==> config.mk <==
export PLATFORM = sky130hd
export DESIGN_NAME = uart_tx_frame
export DESIGN_NICKNAME = d
export VERILOG_FILES = /design/src/rtl/uart_pkg.sv /design/src/rtl/uart_baud_acc.sv /design/src/rtl/uart_tx_frame.sv
export SDC_FILE = /design/constraint.sdc
export NUM_CORES = 1
export LEC_CHECK = 0
export ABC_CLOCK_PERIOD_IN_PS = 5010
export CELL_PAD_IN_SITES_DETAIL_PLACEMENT = 0
export CELL_PAD_IN_SITES_GLOBAL_PLACEMENT = 1
export CORE_MARGIN = 10
export CORE_UTILIZATION = 40
export DETAILED_ROUTE_END_ITERATION = 10
export GPL_TIMING_DRIVEN = 1
export PLACE_DENSITY = 0.8
export SYNTH_ARGS = -nofsm -noshare
export SYNTH_HDL_FRONTEND = slang
export SYNTH_HIERARCHICAL = 1
export SYNTH_SLANG_ARGS = --single-unit
==> constraint.sdc <==
create_clock -name CLK_I -period 5.01 [get_ports CLK_I]
set_input_delay 0.7515 -clock CLK_I [delete_from_list [all_inputs] [get_ports CLK_I]]
set_output_delay 0.7515 -clock CLK_I [all_outputs]
set_load 0.01 [all_outputs]
==> src/rtl/uart_pkg.sv <==
// Shared UART definitions: ESC byte, parity modes, FSM state type and parity helper.
package uart_pkg;

  localparam logic [7:0] ESC      = 8'h1B;

  localparam logic [1:0] PAR_NONE = 2'd0;
  localparam logic [1:0] PAR_ODD  = 2'd1;
  localparam logic [1:0] PAR_EVEN = 2'd2;

  typedef enum logic {
    IDLE = 1'b0,
    SEND = 1'b1
  } state_t;

  // Parity bit for a zero-extended payload; 0 when parity is disabled.
  function automatic logic parity_bit(input logic [7:0] data, input logic [1:0] mode);
    logic ones_odd;
    ones_odd = ^data;
    case (mode)
      PAR_ODD:  parity_bit = ~ones_odd;
      PAR_EVEN: parity_bit = ones_odd;
      default:  parity_bit = 1'b0;
    endcase
  endfunction

endpackage

==> src/rtl/uart_baud_acc.sv <==
// Fractional phase accumulator: ticks on average BAUD_RATE times per CLK_RATE cycles.
// Held at zero while disabled so every frame starts from the same phase.
module uart_baud_acc #(
  parameter int CLK_RATE  = 100_000_000,
  parameter int BAUD_RATE = 115200
) (
  input  logic clk,
  input  logic rst_n,
  input  logic srst,
  input  logic en,
  output logic tick
);

  localparam int ACC_W = $clog2(CLK_RATE + BAUD_RATE);

  logic [ACC_W-1:0] acc_r;
  logic [ACC_W-1:0] sum_s;
  logic [ACC_W-1:0] acc_nxt_s;

  // Next phase and tick: wrap by CLK_RATE once the sum reaches it.
  always_comb begin
    sum_s     = acc_r + ACC_W'(BAUD_RATE);
    tick      = 1'b0;
    acc_nxt_s = '0;
    if (!en) begin
      acc_nxt_s = '0;
    end else if (sum_s >= ACC_W'(CLK_RATE)) begin
      tick      = 1'b1;
      acc_nxt_s = sum_s - ACC_W'(CLK_RATE);
    end else begin
      acc_nxt_s = sum_s;
    end
  end

  // Phase register with async reset and synchronous clear.
  always_ff @(posedge clk or negedge rst_n) begin
    if (!rst_n) begin
      acc_r <= '0;
    end else if (srst) begin
      acc_r <= '0;
    end else begin
      acc_r <= acc_nxt_s;
    end
  end

endmodule

==> src/rtl/uart_tx_frame.sv <==
// Parametrised UART transmitter with fractional baud timing and pass-through mux.
// Optional ESC/RESUME pause frames are built when UART_TX_FRAME_PAUSE_EN is defined.
module uart_tx_frame
  import uart_pkg::*;
#(
  parameter int         CLK_RATE  = 100_000_000,
  parameter int         BAUD_RATE = 115200,
  parameter int         DATA_BITS = 8,
  parameter int         PARITY    = 0,
  parameter int         STOP_BITS = 1,
  parameter logic [7:0] RESUME    = 8'h00
) (
  input  logic                 CLK_I,
  input  logic                 RST_NI,
  input  logic                 TX_START_I,
  input  logic [DATA_BITS-1:0] DATA_I,
  output logic                 TX_DONE_O,
  output logic                 TX_BUSY_O,
  input  logic                 SEND_PAUSE_I,
  input  logic                 ESC_DETECTED_I,
  input  logic                 CHANNEL_I,
  input  logic                 TX1_I,
  output logic                 TX0_O
);

  localparam int PAR_W     = (PARITY != 0) ? 1 : 0;
  localparam int FRAME_LEN = 1 + DATA_BITS + PAR_W + STOP_BITS;
  localparam int CNT_W     = $clog2(FRAME_LEN);
  localparam logic [CNT_W-1:0] LAST_BIT = CNT_W'(FRAME_LEN - 1);

  state_t               state_r, state_nxt_s;
  logic [FRAME_LEN-1:0] shift_r, shift_nxt_s;
  logic [CNT_W-1:0]     cnt_r, cnt_nxt_s;
  logic                 user_r, user_nxt_s;
  logic                 tick_s;
  logic                 done_s;
  logic                 busy_s;

`ifdef UART_TX_FRAME_PAUSE_EN
  logic pausing_r, pausing_nxt_s;
  logic last_esc_r, last_esc_nxt_s;

  if (DATA_BITS != 8) begin : g_pause_width_chk
    $error("uart_tx_frame: pause frames require DATA_BITS == 8");
  end
`else
  logic pause_unused_s;
  assign pause_unused_s = SEND_PAUSE_I | ESC_DETECTED_I;
`endif

  // Line image of a whole frame, bit 0 first: start, payload, parity, stops.
  function automatic logic [FRAME_LEN-1:0] build_frame(input logic [DATA_BITS-1:0] d);
    logic [FRAME_LEN-1:0] f;
    f    = '1;
    f[0] = 1'b0;
    for (int i = 0; i < DATA_BITS; i++) begin
      f[1+i] = d[i];
    end
    f[1+DATA_BITS] = (PAR_W == 1) ? parity_bit(8'(d), 2'(PARITY)) : 1'b1;
    return f;
  endfunction

  assign busy_s = (state_r == SEND);

  uart_baud_acc #(
    .CLK_RATE  (CLK_RATE),
    .BAUD_RATE (BAUD_RATE)
  ) u_baud (
    .clk   (CLK_I),
    .rst_n (RST_NI),
    .srst  (CHANNEL_I),
    .en    (busy_s),
    .tick  (tick_s)
  );

  // Next-state logic: IDLE arbitrates pause events over user data, SEND shifts on ticks.
  always_comb begin
    state_nxt_s = state_r;
    shift_nxt_s = shift_r;
    cnt_nxt_s   = cnt_r;
    user_nxt_s  = user_r;
    done_s      = 1'b0;
`ifdef UART_TX_FRAME_PAUSE_EN
    pausing_nxt_s  = pausing_r;
    last_esc_nxt_s = last_esc_r;
`endif
    case (state_r)
      IDLE: begin
`ifdef UART_TX_FRAME_PAUSE_EN
        if (SEND_PAUSE_I && !pausing_r) begin
          pausing_nxt_s = 1'b1;
          if (!last_esc_r) begin
            state_nxt_s = SEND;
            shift_nxt_s = build_frame(DATA_BITS'(ESC));
            cnt_nxt_s   = '0;
            user_nxt_s  = 1'b0;
          end else begin
            state_nxt_s = IDLE;
          end
        end else if (!SEND_PAUSE_I && pausing_r) begin
          pausing_nxt_s = 1'b0;
          if (!last_esc_r) begin
            state_nxt_s = SEND;
            shift_nxt_s = build_frame(DATA_BITS'(RESUME));
            cnt_nxt_s   = '0;
            user_nxt_s  = 1'b0;
          end else begin
            state_nxt_s = IDLE;
          end
        end else if (TX_START_I) begin
          last_esc_nxt_s = ESC_DETECTED_I;
          state_nxt_s    = SEND;
          shift_nxt_s    = build_frame(DATA_I);
          cnt_nxt_s      = '0;
          user_nxt_s     = 1'b1;
        end else begin
          state_nxt_s = IDLE;
        end
`else
        if (TX_START_I) begin
          state_nxt_s = SEND;
          shift_nxt_s = build_frame(DATA_I);
          cnt_nxt_s   = '0;
          user_nxt_s  = 1'b1;
        end else begin
          state_nxt_s = IDLE;
        end
`endif
      end
      SEND: begin
        if (tick_s) begin
          shift_nxt_s = {1'b1, shift_r[FRAME_LEN-1:1]};
          if (cnt_r == LAST_BIT) begin
            state_nxt_s = IDLE;
            cnt_nxt_s   = '0;
            done_s      = user_r;
            user_nxt_s  = 1'b0;
          end else begin
            cnt_nxt_s = cnt_r + CNT_W'(1);
          end
        end else begin
          state_nxt_s = SEND;
        end
      end
      default: begin
        state_nxt_s = IDLE;
      end
    endcase
  end

  // FSM state register; pass-through mode clears it like reset.
  always_ff @(posedge CLK_I or negedge RST_NI) begin
    if (!RST_NI) begin
      state_r <= IDLE;
    end else if (CHANNEL_I) begin
      state_r <= IDLE;
    end else begin
      state_r <= state_nxt_s;
    end
  end

  // Frame shifter, bit counter and pause bookkeeping.
  always_ff @(posedge CLK_I or negedge RST_NI) begin
    if (!RST_NI) begin
      shift_r <= '1;
      cnt_r   <= '0;
      user_r  <= 1'b0;
`ifdef UART_TX_FRAME_PAUSE_EN
      pausing_r  <= 1'b0;
      last_esc_r <= 1'b0;
`endif
    end else if (CHANNEL_I) begin
      shift_r <= '1;
      cnt_r   <= '0;
      user_r  <= 1'b0;
`ifdef UART_TX_FRAME_PAUSE_EN
      pausing_r  <= 1'b0;
      last_esc_r <= 1'b0;
`endif
    end else begin
      shift_r <= shift_nxt_s;
      cnt_r   <= cnt_nxt_s;
      user_r  <= user_nxt_s;
`ifdef UART_TX_FRAME_PAUSE_EN
      pausing_r  <= pausing_nxt_s;
      last_esc_r <= last_esc_nxt_s;
`endif
    end
  end

  assign TX_BUSY_O = busy_s;
  assign TX_DONE_O = done_s & ~CHANNEL_I;
  assign TX0_O     = CHANNEL_I ? TX1_I : shift_r[0];

endmodule

Yosys cells after proc, flatten, opt, wreduce, memory -nomap -nowiden

Index checks and enable logic that the tools add are counted.
W data, S select, Z words.

Output and inout bits: 3
Register bits: 43
Bits of input ports: 15

Muxes and demuxes: 28
Bitwise gates (word level): 3
Order comparisons: 1
Reductions and logical operators: 2
Equality and inequality tests: 4
Add/subtract/negate cells: 3

Operators by type and width:

| cell                     | number |
|---|---|
| $mux W27                 | 3 |
| $mux W10                 | 3 |
| $add A27 B17 Y27 const B | 1 |
| $ge A27 B27 Y1 const B   | 1 |
| $sub A27 B27 Y27 const B | 1 |
| $pmux W10 S2             | 1 |
| $mux W4                  | 4 |
| $mux W1                  | 14 |
| $pmux W4 S2              | 1 |
| $ne A3 B2 Y1 const B     | 2 |
| $add A4 B1 Y4 const B    | 1 |
| $eq A4 B4 Y1 const B     | 1 |
| $pmux W1 S2              | 2 |
| $ne A3 B3 Y1 const B     | 1 |
| $reduce_and A3 Y1        | 1 |
| $not A1 Y1               | 2 |
| $reduce_and A2 Y1        | 1 |
| $and A1 B1 Y1            | 1 |

Logic depth before layout (Yosys ltp)

Gate-level depths: netlist of run 1.

Depth after elaboration: 7
Gate-level depth with buffers: 13
Gate-level depth less buffers: 11

Cells and area by module

Netlist of run 1, hierarchy kept.

Modules (own cells, without submodules):

| module        | sequential area each (um2) | cells each | area an instance (um2) | times used |
|---|---|---|---|---|
| uart_baud_acc | 475.5                      | 216        | 1709.1                 | 1 |
| uart_tx_frame | 386.6                      | 81         | 857.1                  | 1 |

Worst setup path after synthesis of run 1

No wires, ideal clock.

Path kind: register to output
Start point: register u_baud.acc_r[9]
End point: output TX_DONE_O
Path buffers: 1
Required time: 4.259 ns
Data arrival time: 2.826 ns
Slack: 1.432 ns
Stages on the path, launching flop included: 12
Cells stage by stage: dfrtp_1 ha_1 buf_4 a21bo_1 a2111oi_2 o21ai_1 a2111oi_2 a311oi_1 nor2_1 and2_1 and4b_1 and3_1

Word-level cells in the longest chain between the ends: 7

RTL lines:

| element                | RTL line             | source |
|---|---|---|
| from (decl)            | uart_baud_acc.sv:16  | `logic [ACC_W-1:0] acc_r;` |
| from (signal assigned) | uart_baud_acc.sv:42  | `acc_r <= acc_nxt_s;` |
| $add A27 B17 Y27       | uart_baud_acc.sv:22  | `sum_s = acc_r + ACC_W'(BAUD_RATE);` |
| $ge A27 B27 Y1         | uart_baud_acc.sv:27  | `end else if (sum_s >= ACC_W'(CLK_RATE)) begin` |
| $mux W1                | uart_baud_acc.sv:27  |  |
| $mux W1                | uart_baud_acc.sv:25  | `if (!en) begin` |
| via tick_s             | uart_tx_frame.sv:35  | `logic tick_s;` |
| $mux W1                | uart_tx_frame.sv:131 | `if (tick_s) begin` |
| $mux W1                | uart_tx_frame.sv:87  | `case (state_r)` |
| $and A1 B1 Y1          | uart_tx_frame.sv:192 | `assign TX_DONE_O = done_s & ~CHANNEL_I;` |
| to (decl)              | uart_tx_frame.sv:17  | `output logic TX_DONE_O,` |

The timed path passes the listed nets, and every way through them passes these cells.

Worst setup path after layout of run 1

Same ends and word-level chain as after synthesis.

==> results by stage, run 1 <==
Floorplan:
- For this configuration, the core starts out at a cell density of roughly two fifths.
- The core region is ~6300 um2.
- The top-level I/O count is 18.
- The number of standard-cell rows in the floorplan is 29.
- The die width is approximately 100 um.
- The die outline height is ~100 um.
- The area of the die is around 10000 um2.

Yosys:
- A synthesized cell averages about 8.6 um2.
- The most used flip-flop cell after synthesis is dfrtp_1.
- In this run, synthesis inferred 0 flip-flops with an integrated enable.
- The number of nets in the synthesized netlist is approximately 320.
- In this run, distinct cell masters in the synthesized netlist total 64.
- Sequential elements use roughly 34% of the synthesized area.
- After synthesis the netlist holds a flip-flop and latch count of 34.
- The fraction of registers with async set or reset after synthesis is 100.0%.
- The number of cells produced by synthesis is 297.
- The Yosys step of the flow raised 6 warnings.
- The cell area after synthesis is 2566 um2.

CTS:
- The root buffer cell chosen for the clock tree is clkbuf_8.
- After clock tree synthesis, the clock-pin slew on the worst setup and hold paths is approximately 0.070 ns.
- In this run, CTS created clock tree buffers numbering 5.
- The clock tree synthesis step divided the H-tree into 2 levels.
- CTS saw 34 sinks.
- The later pin in the worst-skew pair is clocked with a latency of 0.29 ns.
- The clock tree from TritonCTS is yes.
- The maximum count of clock buffers along a single path is 2.
- The number of hold buffers added after CTS is 0.

Worst setup path:
- The capture point of the worst reg-to-reg path is cnt_r[3].
- The kind of end point of the critical path is a primary output.
- For the worst flop-to-flop path, the logic depth is 12.
- The launch instance of the worst register-to-register path is u_baud/acc_r[9].
- Setup slack on the worst reg-to-reg path comes out at between 1 and 1.5 ns.
- For the worst setup path, the data arrival time is between 3 and 4 ns.
- The launching element type of the critical path is a flip-flop.
- The required time of the worst setup path is between 4 and 5 ns.
- Along the worst path, the maximum fanout reaches 10.
- The critical path is of the flip-flop to primary output type.

Final layout:
- The number of nets in the finished design is between 300 and 400.
- The area growth from synthesis to layout is 12.24%.
- The antenna diode instance count is 0.
- Leaving out fill and tap cells, the most frequent cell in the layout is nor2_1.
- The area occupied by multi-input gates is between 1500 and 2000 um2.
- In the layout the commonest cells are nor2_1 (29), dfrtp_1 (25), nand2_1 (23).
- The register area is roughly 860 um2.
- In the final layout, the share of cells above drive strength 1 is between 10% and 20%.
- The filler cells instantiated in the layout total ~640.

Routing:
- Once detail routing completed, the nets flagged for antenna violations numbered 0.
- The number of DRC violations after detailed routing is 0.
- In the routed layout, each cell is associated on average with a via count of ~5.7.
- Dividing the detail-routed wire length by the instance count gives 15.31 um.
- The routed layout has 2191 vias.
- For this block, the routed nets add up to between 5000 and 6000 um of wire.
- In this run, the number of DRC markers left after iteration 0 of detailed routing was ~160.
- The iteration count of the initial detailed-routing pass is 4.

Global routing:
- The number of global-route vias before repair is between 2000 and 2500.
- After global routing the overflow that remains totals 0.
- The global-route usage over all layers is between 10% and 20%.
- Entering global routing, the biggest net connects 35 pins.
- The global-route wire length before repair is just over 10000 um.
- The number of antenna violations at the first check in global routing is 0.

Timing:
- The count of final max-slew check failures came to 0.
- The worst max-slew margin expressed relative to the limit is 49.79%.
- The number of endpoints failing setup at the final stage is 0.
- The achievable clock frequency is 0.2115 GHz.
- Setup repair after global routing left no endpoint under its margin.
- The post-layout minimum cycle time is approximately 4.7 ns.
- The hold violation total from the final report is 0.
- Between clock sinks in the finished design, the worst skew comes to a little under 0.006 ns.
- For the pin with the worst max-slew slack, the measured transition is between 0.7 and 0.8 ns.
- The final worst-path cycle share is between 90% and 100%.
- For the final routed database, the setup TNS stands at 0 ns.

Pwr:
- The maximum ir drop on the vdd rail is between 0.15 and 0.2 mV.
- The leakage power total is 1.026 nW.
- Overall power consumption after layout is estimated at 0.0006590 W.
- The ratio of total power to cell area is around 230 nW/um2.

Placement:
- The routability congestion estimate is approximately 0.8.
- The half-perimeter wire length of the detailed placement result is between 4000 and 5000 um.
- Port buffering added 15 buffers.

Min path:
- The startpoint identified for the worst hold timing path is shift_r[8].
- The path with the worst hold slack has its endpoint at shift_r[8].
- The worst hold path passes through 2 cells.
- The tightest min-delay check is of the flip-flop to flip-flop type.

Run status:
- The flow ran to the end, and the final reports show no timing, DRC or antenna violations.

Run:
- The tool flagged a number of max-cap violations equal to 0.
[registers in the layout, indices dropped and copies added, names as in the netlist]
| name | cells |
|---|---|
| u_baud/acc_r | 19 |
| shift_r | 9 |
| cnt_r | 4 |
| TX_BUSY_O | 1 |
| user_r | 1 |
[cells in the mapped netlist (all sizes together), types with 8 or more instances]
cell | n | area (um2)
a211oi | 11 | 82.58
a21oi | 18 | 90.09
buf | 14 | 82.57
dfrtp | 25 | 625.6
dfstp | 9 | 236.5
inv | 10 | 37.54
nand2 | 23 | 86.33
nand3 | 13 | 65.06
nor2 | 30 | 112.6
nor2b | 13 | 81.33
nor3 | 13 | 85.08
o21ai | 9 | 48.79
xnor2 | 16 | 140.1
xor2 | 8 | 70.07
[report_power, final]
part           internal [W]  switching (W)
sequential         0.000291      0.0000149
clock              0.000162       0.000107
combinational     0.0000379      0.0000453
[worst max-delay path by stage]
stage	from	endpoint	cells after the start
after CTS	u_baud/acc_r[9]	TX_DONE_O	11
after global placement	u_baud/acc_r[9]	TX_DONE_O	11
after floorplan	u_baud/acc_r[9]	TX_DONE_O	11
after global routing	u_baud/acc_r[9]	TX_DONE_O	11
final	u_baud/acc_r[9]	TX_DONE_O	11
after detailed placement	u_baud/acc_r[9]	TX_DONE_O	11
[layout make-up]
type | instances | share of cell area [%]
clock buffer | 7 | 2.997
inverter | 10 | 1.303
multi-input combinational | 235 | 54.87
clock inverter | 1 | 1.043
sequential | 34 | 29.93
timing repair buffer | 20 | 6.516
tap | 77 | 3.345
[metrics by stage]
step,setup slack [ns],cells,hold WS [ns],area (um2),utilization (%)
after floorplan,1.432,297,0.4559,2566,-
after global placement,0.3031,374,0.5242,2738,43.61
after detailed placement,0.2627,374,0.5342,2738,43.61
after CTS,0.1255,382,0.5457,2856,45.51
after global routing,0.0004685,384,0.5768,2880,45.88
final,0.2825,384,0.5438,2880,45.88
[critical path, stage by stage (launching register included)]
cell and delay, ns:
dfrtp_1 0.51, ha_1 0.39, a21bo_1 0.27, a2111oi_2 0.35, o21ai_1 0.13, a2111oi_2 0.39
a311oi_1 0.15, nor2_4 0.28, and2_1 0.22, and4b_1 0.26, and3_1 0.18, clkdlybuf4s50_1 0.54
[routing by layer]
metal	routed length (um)	global-route usage [%]	part of all wire [%]
met5	0	0	0
met4	96	4.674	1.6
met3	267	2.473	4.5
met1	2830	15.55	48
met2	2685	19.56	46
[cells by family (layout without fill, tap and decap cells)]
family | after synthesis | after routing | share of synthesized area [%]
flops | 34 | 34 | 33.59
simple gates | 125 | 125 | 25.74
mux | 5 | 5 | 2.243
compound gates | 75 | 75 | 22.04
fa+ha+maj | 6 | 6 | 2.925
buf+inv | 28 | 38 | 5.265
xor+xnor | 24 | 24 | 8.191
[what timing repair did]
item / in CTS / in global routing
hold endpoints to repair: 0 / 0
endpoints found under the setup margin: 1 / 1
resized for setup: 1 / 2
pin swaps: 0 / 1
buffers inserted: 0 / 2
No activity file was read; power rests on OpenSTA's default activity.
==> inputs of run 2 (changes only) <==
--- a/config.mk
+++ b/config.mk
@@ -13,6 +13,7 @@
 export DETAILED_ROUTE_END_ITERATION = 10
 export GPL_TIMING_DRIVEN = 1
 export PLACE_DENSITY = 0.8
+export SLEW_MARGIN = 20
 export SYNTH_ARGS = -nofsm -noshare
 export SYNTH_HDL_FRONTEND = slang
 export SYNTH_HIERARCHICAL = 1
==> results of run 2 <==
The final DEF is identical to that of run 1; final timing and power are the same.
==> inputs of run 3 (changes only) <==
--- a/config.mk
+++ b/config.mk
@@ -5,14 +5,15 @@
 export SDC_FILE = /design/constraint.sdc
 export NUM_CORES = 1
 export LEC_CHECK = 0
+export ABC_AREA = 1
 export ABC_CLOCK_PERIOD_IN_PS = 5010
 export CELL_PAD_IN_SITES_DETAIL_PLACEMENT = 0
 export CELL_PAD_IN_SITES_GLOBAL_PLACEMENT = 1
-export CORE_MARGIN = 10
 export CORE_UTILIZATION = 40
 export DETAILED_ROUTE_END_ITERATION = 10
 export GPL_TIMING_DRIVEN = 1
-export PLACE_DENSITY = 0.8
+export PLACE_DENSITY = 0.84
+export SETUP_SLACK_MARGIN = 0.05
 export SLEW_MARGIN = 20
 export SYNTH_ARGS = -nofsm -noshare
 export SYNTH_HDL_FRONTEND = slang
==> run 3 against run 2 <==
Effect of this change: global-route usage is 6.2 points higher; clock skew is 0.0026 ns higher; critical path type unchanged; power is 26% higher; highest routed layer unchanged; critical path depth increased by 4; sequential cell count unchanged; final cell count up 23%; largest power group unchanged; area after synthesis is 1.2% lower; combinational power increased to 2.6 times the previous value.
==> results by stage, run 3 <==
Run status:
- The run finished with clean final reports.

Yosys:
- Ranked by instance count, the synthesized netlist is headed by nand2_1 (104), inv_1 (48), nor2_1 (48), nand3_1 (36), dfrtp_1 (25).
- nand2_1 is the most common cell in the netlist.
- The total of warnings raised by yosys is 6.
- By area, the combinational part of the netlist is dominated by simple AND/OR/NAND/NOR gates.
- The synthesized area per cell is roughly 6.7 um2.
- The fraction of registers with async set or reset after synthesis is 100.0%.
- The top-area cell type share of the netlist area is about a quarter.
- The synthesis-stage register bit count is 34.
- After synthesis the cells add up to 2536 um2.
- Synthesis produced a netlist whose cell count is between 300 and 400.
- The multiplexer fraction of the synthesized cell area is 0%.
- The main flop type after synthesis is dfrtp_1.
- After synthesis, the netlist uses 31 different library cells.
- After synthesis, the cell types taking the most area are dfrtp_1 (25%), nand2_1 (15%), dfstp_2 (9.3%), nand3_1 (7.1%), inv_1 (7.1%).
- The count of flip-flops with a built-in enable after synthesis is 0.
- The share of the Yosys chip area taken by registers is 33.99%.
- Of the total synthesized cell area, the portion taken by full adders, half adders and majority gates is 2.960%.
- The largest total area in the synthesized netlist belongs to dfrtp_1.
- The number of nets produced by synthesis is 398.
- The compound-cell area share of the yosys netlist is 11.64%.
- The synthesized-area fraction occupied by and/or/nand/nor cells is 40.16%.
- The synthesized netlist devotes approximately 1.0% of its cell area to XOR and XNOR gates.

Pwr:
- The cell internal power dissipation is 0.0005602 W.
- Of the total power, combinational logic draws 25.8%.
- Power spread over the standard cell area amounts to 291.1 nW/um2.
- The reported net switching power is 0.0002699 W.
- In this run the static leakage power is around 1.3 nW.
- The share of total power in the clock network is approximately 32%.
- Net switching is between 30 and 40% of the power.
- The maximum ir drop on the vdd rail is ~0.17 mV.
- Sequential cells burn roughly two fifths of the power.

Final layout:
- In the final layout, the registers with the most flip-flops are u_baud/acc_r (19), shift_r (9), cnt_r (4).
- The layout-stage area growth over the synthesis result is 12.43%.
- The register with the most flip-flops is u_baud/acc_r.
- The number of nets in the finished design is roughly 420.
- 0 antenna diodes ended up in the layout.
- The register with the most flip-flops in the layout has 19 of them.
- Leaving out fill and tap cells, the most frequent cell in the layout is nand2_1.
- With fillers left out, the area of the finished cells amounts to roughly 2900 um2.
- The top cell types in the final layout, fill and taps aside, are nand2_1 (104), inv_1 (48), nor2_1 (48).
- The ratio of cells with drive above 1 in the final layout is 13.38%.

Global routing:
- The global-route usage over all layers is between 15 and 20%.
- The number of global-route vias before repair was 2209.
- The first global-routing pass estimated roughly 9500 um of wire.
- The number of antenna violations at the first check in global routing is 0.
- The met1 capacity usage during global routing is 23.15%.
- After global routing the overflow that remains totals 0.
- The met3 track demand over resource in global routing is between 3 and 4%.
- Entering global routing, the biggest net connects 37 pins.
- The layer with the highest usage after global routing is met2.
- In the global route stage, met2 resource usage came out at about a third.

Placement:
- In this run the cell area measured after placement is roughly 2700 um2.
- The routability congestion estimate is between 0.7 and 0.8.
- The number of port buffers is 15.
- The half-perimeter wire length of the detailed placement result is between 3000 and 4000 um.

Timing:
- For the pin with the worst max-slew slack, the measured transition is ~0.48 ns.
- The worst path in the final design needs a cycle of 4.020 ns, including I/O delays and setup.
- In the finished design, the share of the clock period the worst path needs comes to roughly four fifths.
- The hold violation total from the final report is 0.
- The count of final max-slew check failures was 0.
- Setup repair after global routing left no endpoint under its margin.
- Derived from the worst setup path, the maximum achievable clock frequency is 0.2487 GHz.
- Setup violations remaining at the end of the flow were counted as 0.
- The worst max-slew margin expressed relative to the limit is between 60% and 70%.
- On the final layout, the worst clock skew is roughly 0.0084 ns.
- Summed over all failing endpoints, the final setup total negative slack is 0 ns.

Worst setup path:
- The number of cell instances on the worst register-to-register path is 18.
- The setup slack of the worst register-to-register path is ~2.2 ns.
- The launching element type of the critical path is a flip-flop.
- The stage delay of the slowest cell on the critical path is about 0.56 ns.
- The critical path class is flip-flop to primary output.
- The maximum net fanout on the critical path is 6.
- The kind of end point of the critical path is a primary output.
- The worst register-to-register path begins at u_baud/acc_r[9].
- Traced cell by cell, the critical path runs through ha_1, nand2_2, inv_2, nand2_2, nand2_1, inv_2, nand2_1, nor2_2, nand2_2, o21ai_2, nand3_2, a21oi_1, nand2_1, nor3_1, clkdlybuf4s50_1.
- The capture point of the worst reg-to-reg path is shift_r[8].
- The required time of the worst setup path is roughly 4.3 ns.
- Among all stages on the critical path, the largest delay is contributed by clkdlybuf4s50_1.
- The critical path data arrival time is approximately 3.3 ns.

Routing:
- The number of violations reported at the end of detailed-routing iteration 0 is between 100 and 150.
- The wire length after detailed routing is 5301 um.
- Dividing the detail-routed via count by the number of cells gives just under 5.
- The post-route antenna net violation count is 0.
- The iteration count of the initial detailed-routing pass is 4.
- After detailed routing, the number of remaining DRC violations is 0.
- The routed wire length per instance is 11.25 um.
- Across all layers, the routed design uses 2335 vias.

Min path:
- The worst hold path passes through 2 cells.
- The start point of the worst min-delay path is user_r.
- The path class of the lowest-slack min-delay path is flip-flop to flip-flop.
- For hold timing, the worst endpoint is user_r.

CTS:
- Post-CTS repair changed the size of 0 cells.
- The CTS buffer count is 5.
- The number of setup buffers added after CTS is 0.
- The H-tree was split into 2 levels.
- The clock root buffer is clkbuf_8.
- The clock latency on the worst-skew pair is approximately 0.28 ns.
- The number of clock sinks seen by CTS is 34.
- Clock-pin slew was measured on the worst setup and hold paths at roughly 0.08 ns.
- The maximum count of clock buffers along a single path is 2.
- TritonCTS built the clock tree.
- The number of hold buffers added after CTS is 0.

Floorplan:
- The die width is 81.63 um.
- The die covers roughly 6700 um2.
- The die outline height is slightly above 80 um.
- The number of standard-cell rows in the floorplan is 28.
- The floorplan step defined a core boundary enclosing 6026 um2.
- In this run the count of I/O pins placed on the die edge is 18.
- For this configuration, the core starts out at a cell density of between 40% and 50%.

Run:
- Max-cap violations in this run came to 0.
[run 3: cell count changes after synthesis, moves of 6 or more]
cell	delta
nor2_2	+9
nor2b_1	-13
nand2b_1	-6
nand2_2	+10
a211oi_1	-11
and3_1	-6
nand3_1	+23
nor2_1	+18
nor3_1	-7
inv_1	+38
buf_2	-9
o21ai_1	+8
nand2_1	+81
xnor2_1	-16
[run 3: cells by family after synthesis]
kind of cell               after synthesis
DFF                                     34
adders and majority gates                6
xor gates and xnor gates                 3
buffers and inverters                   59
AOI/OAI and AO/OA                       51
and+or+nand+nor                        224
[run 3: layer usage]
metal,vias to the layer above,wire length [um]
met5,-,0
met4,0,26
met3,4,156
met2,39,2472
met1,1046,2646
li1,1246,-
[run 3: critical path: cells and delay by family (launching register included)]
family	cells	cell delay [ns]
compound gates	2	0.54
fa+ha+maj	1	0.25
simple gates	9	1.04
flops	1	0.44
buf+inv	3	0.70
[run 3: layout make-up]
cell class	count	area, um2
Tap cell	75	93.84
Timing Repair Buffer	17	165.2
Clock inverter	1	30.03
Sequential cell	34	862.1
Multi-Input combinational cell	284	1415
Fill cell	646	3174
Inverter	53	198.9
Clock buffer	7	86.33
[run 3: worst max path at each step]
stage	startpoint	to	slack (ns)	depth (start not counted)
after global placement	u_baud/acc_r[9]	TX_DONE_O	1.29	15
final	u_baud/acc_r[9]	TX_DONE_O	0.99	15
after global routing	u_baud/acc_r[9]	TX_DONE_O	0.78	16
after CTS	u_baud/acc_r[9]	TX_DONE_O	0.97	15
after floorplan	u_baud/acc_r[9]	TX_DONE_O	2.07	14
after detailed placement	u_baud/acc_r[9]	TX_DONE_O	1.30	15
[run 3: metrics by stage]
step           setup slack (ns)  std cells  total power [W]  hold slack (ns)  util [%]
2_1_floorplan             2.073        377        0.0005114           0.4422         -
3_3_place_gp              1.286        463        0.0005665           0.4584     45.39
3_5_place_dp              1.300        463        0.0005695           0.4630     45.39
4_1_cts                  0.9698        471        0.0008419           0.4797     47.32
5_1_grt                  0.7759        471        0.0008897           0.4955     47.32
6_report                 0.9899        471        0.0008300           0.4769     47.32
[run 3: power by group through the flow]
stage | Combinational [W] | Clock [W] | Sequential (W)
2_1_floorplan | 0.000166 | 0 | 0.000346
3_3_place_gp | 0.000214 | 0 | 0.000353
3_5_place_dp | 0.000216 | 0 | 0.000353
4_1_cts | 0.000217 | 0.000276 | 0.000349
5_1_grt | 0.000248 | 0.000289 | 0.000353
6_report | 0.000214 | 0.000267 | 0.000349
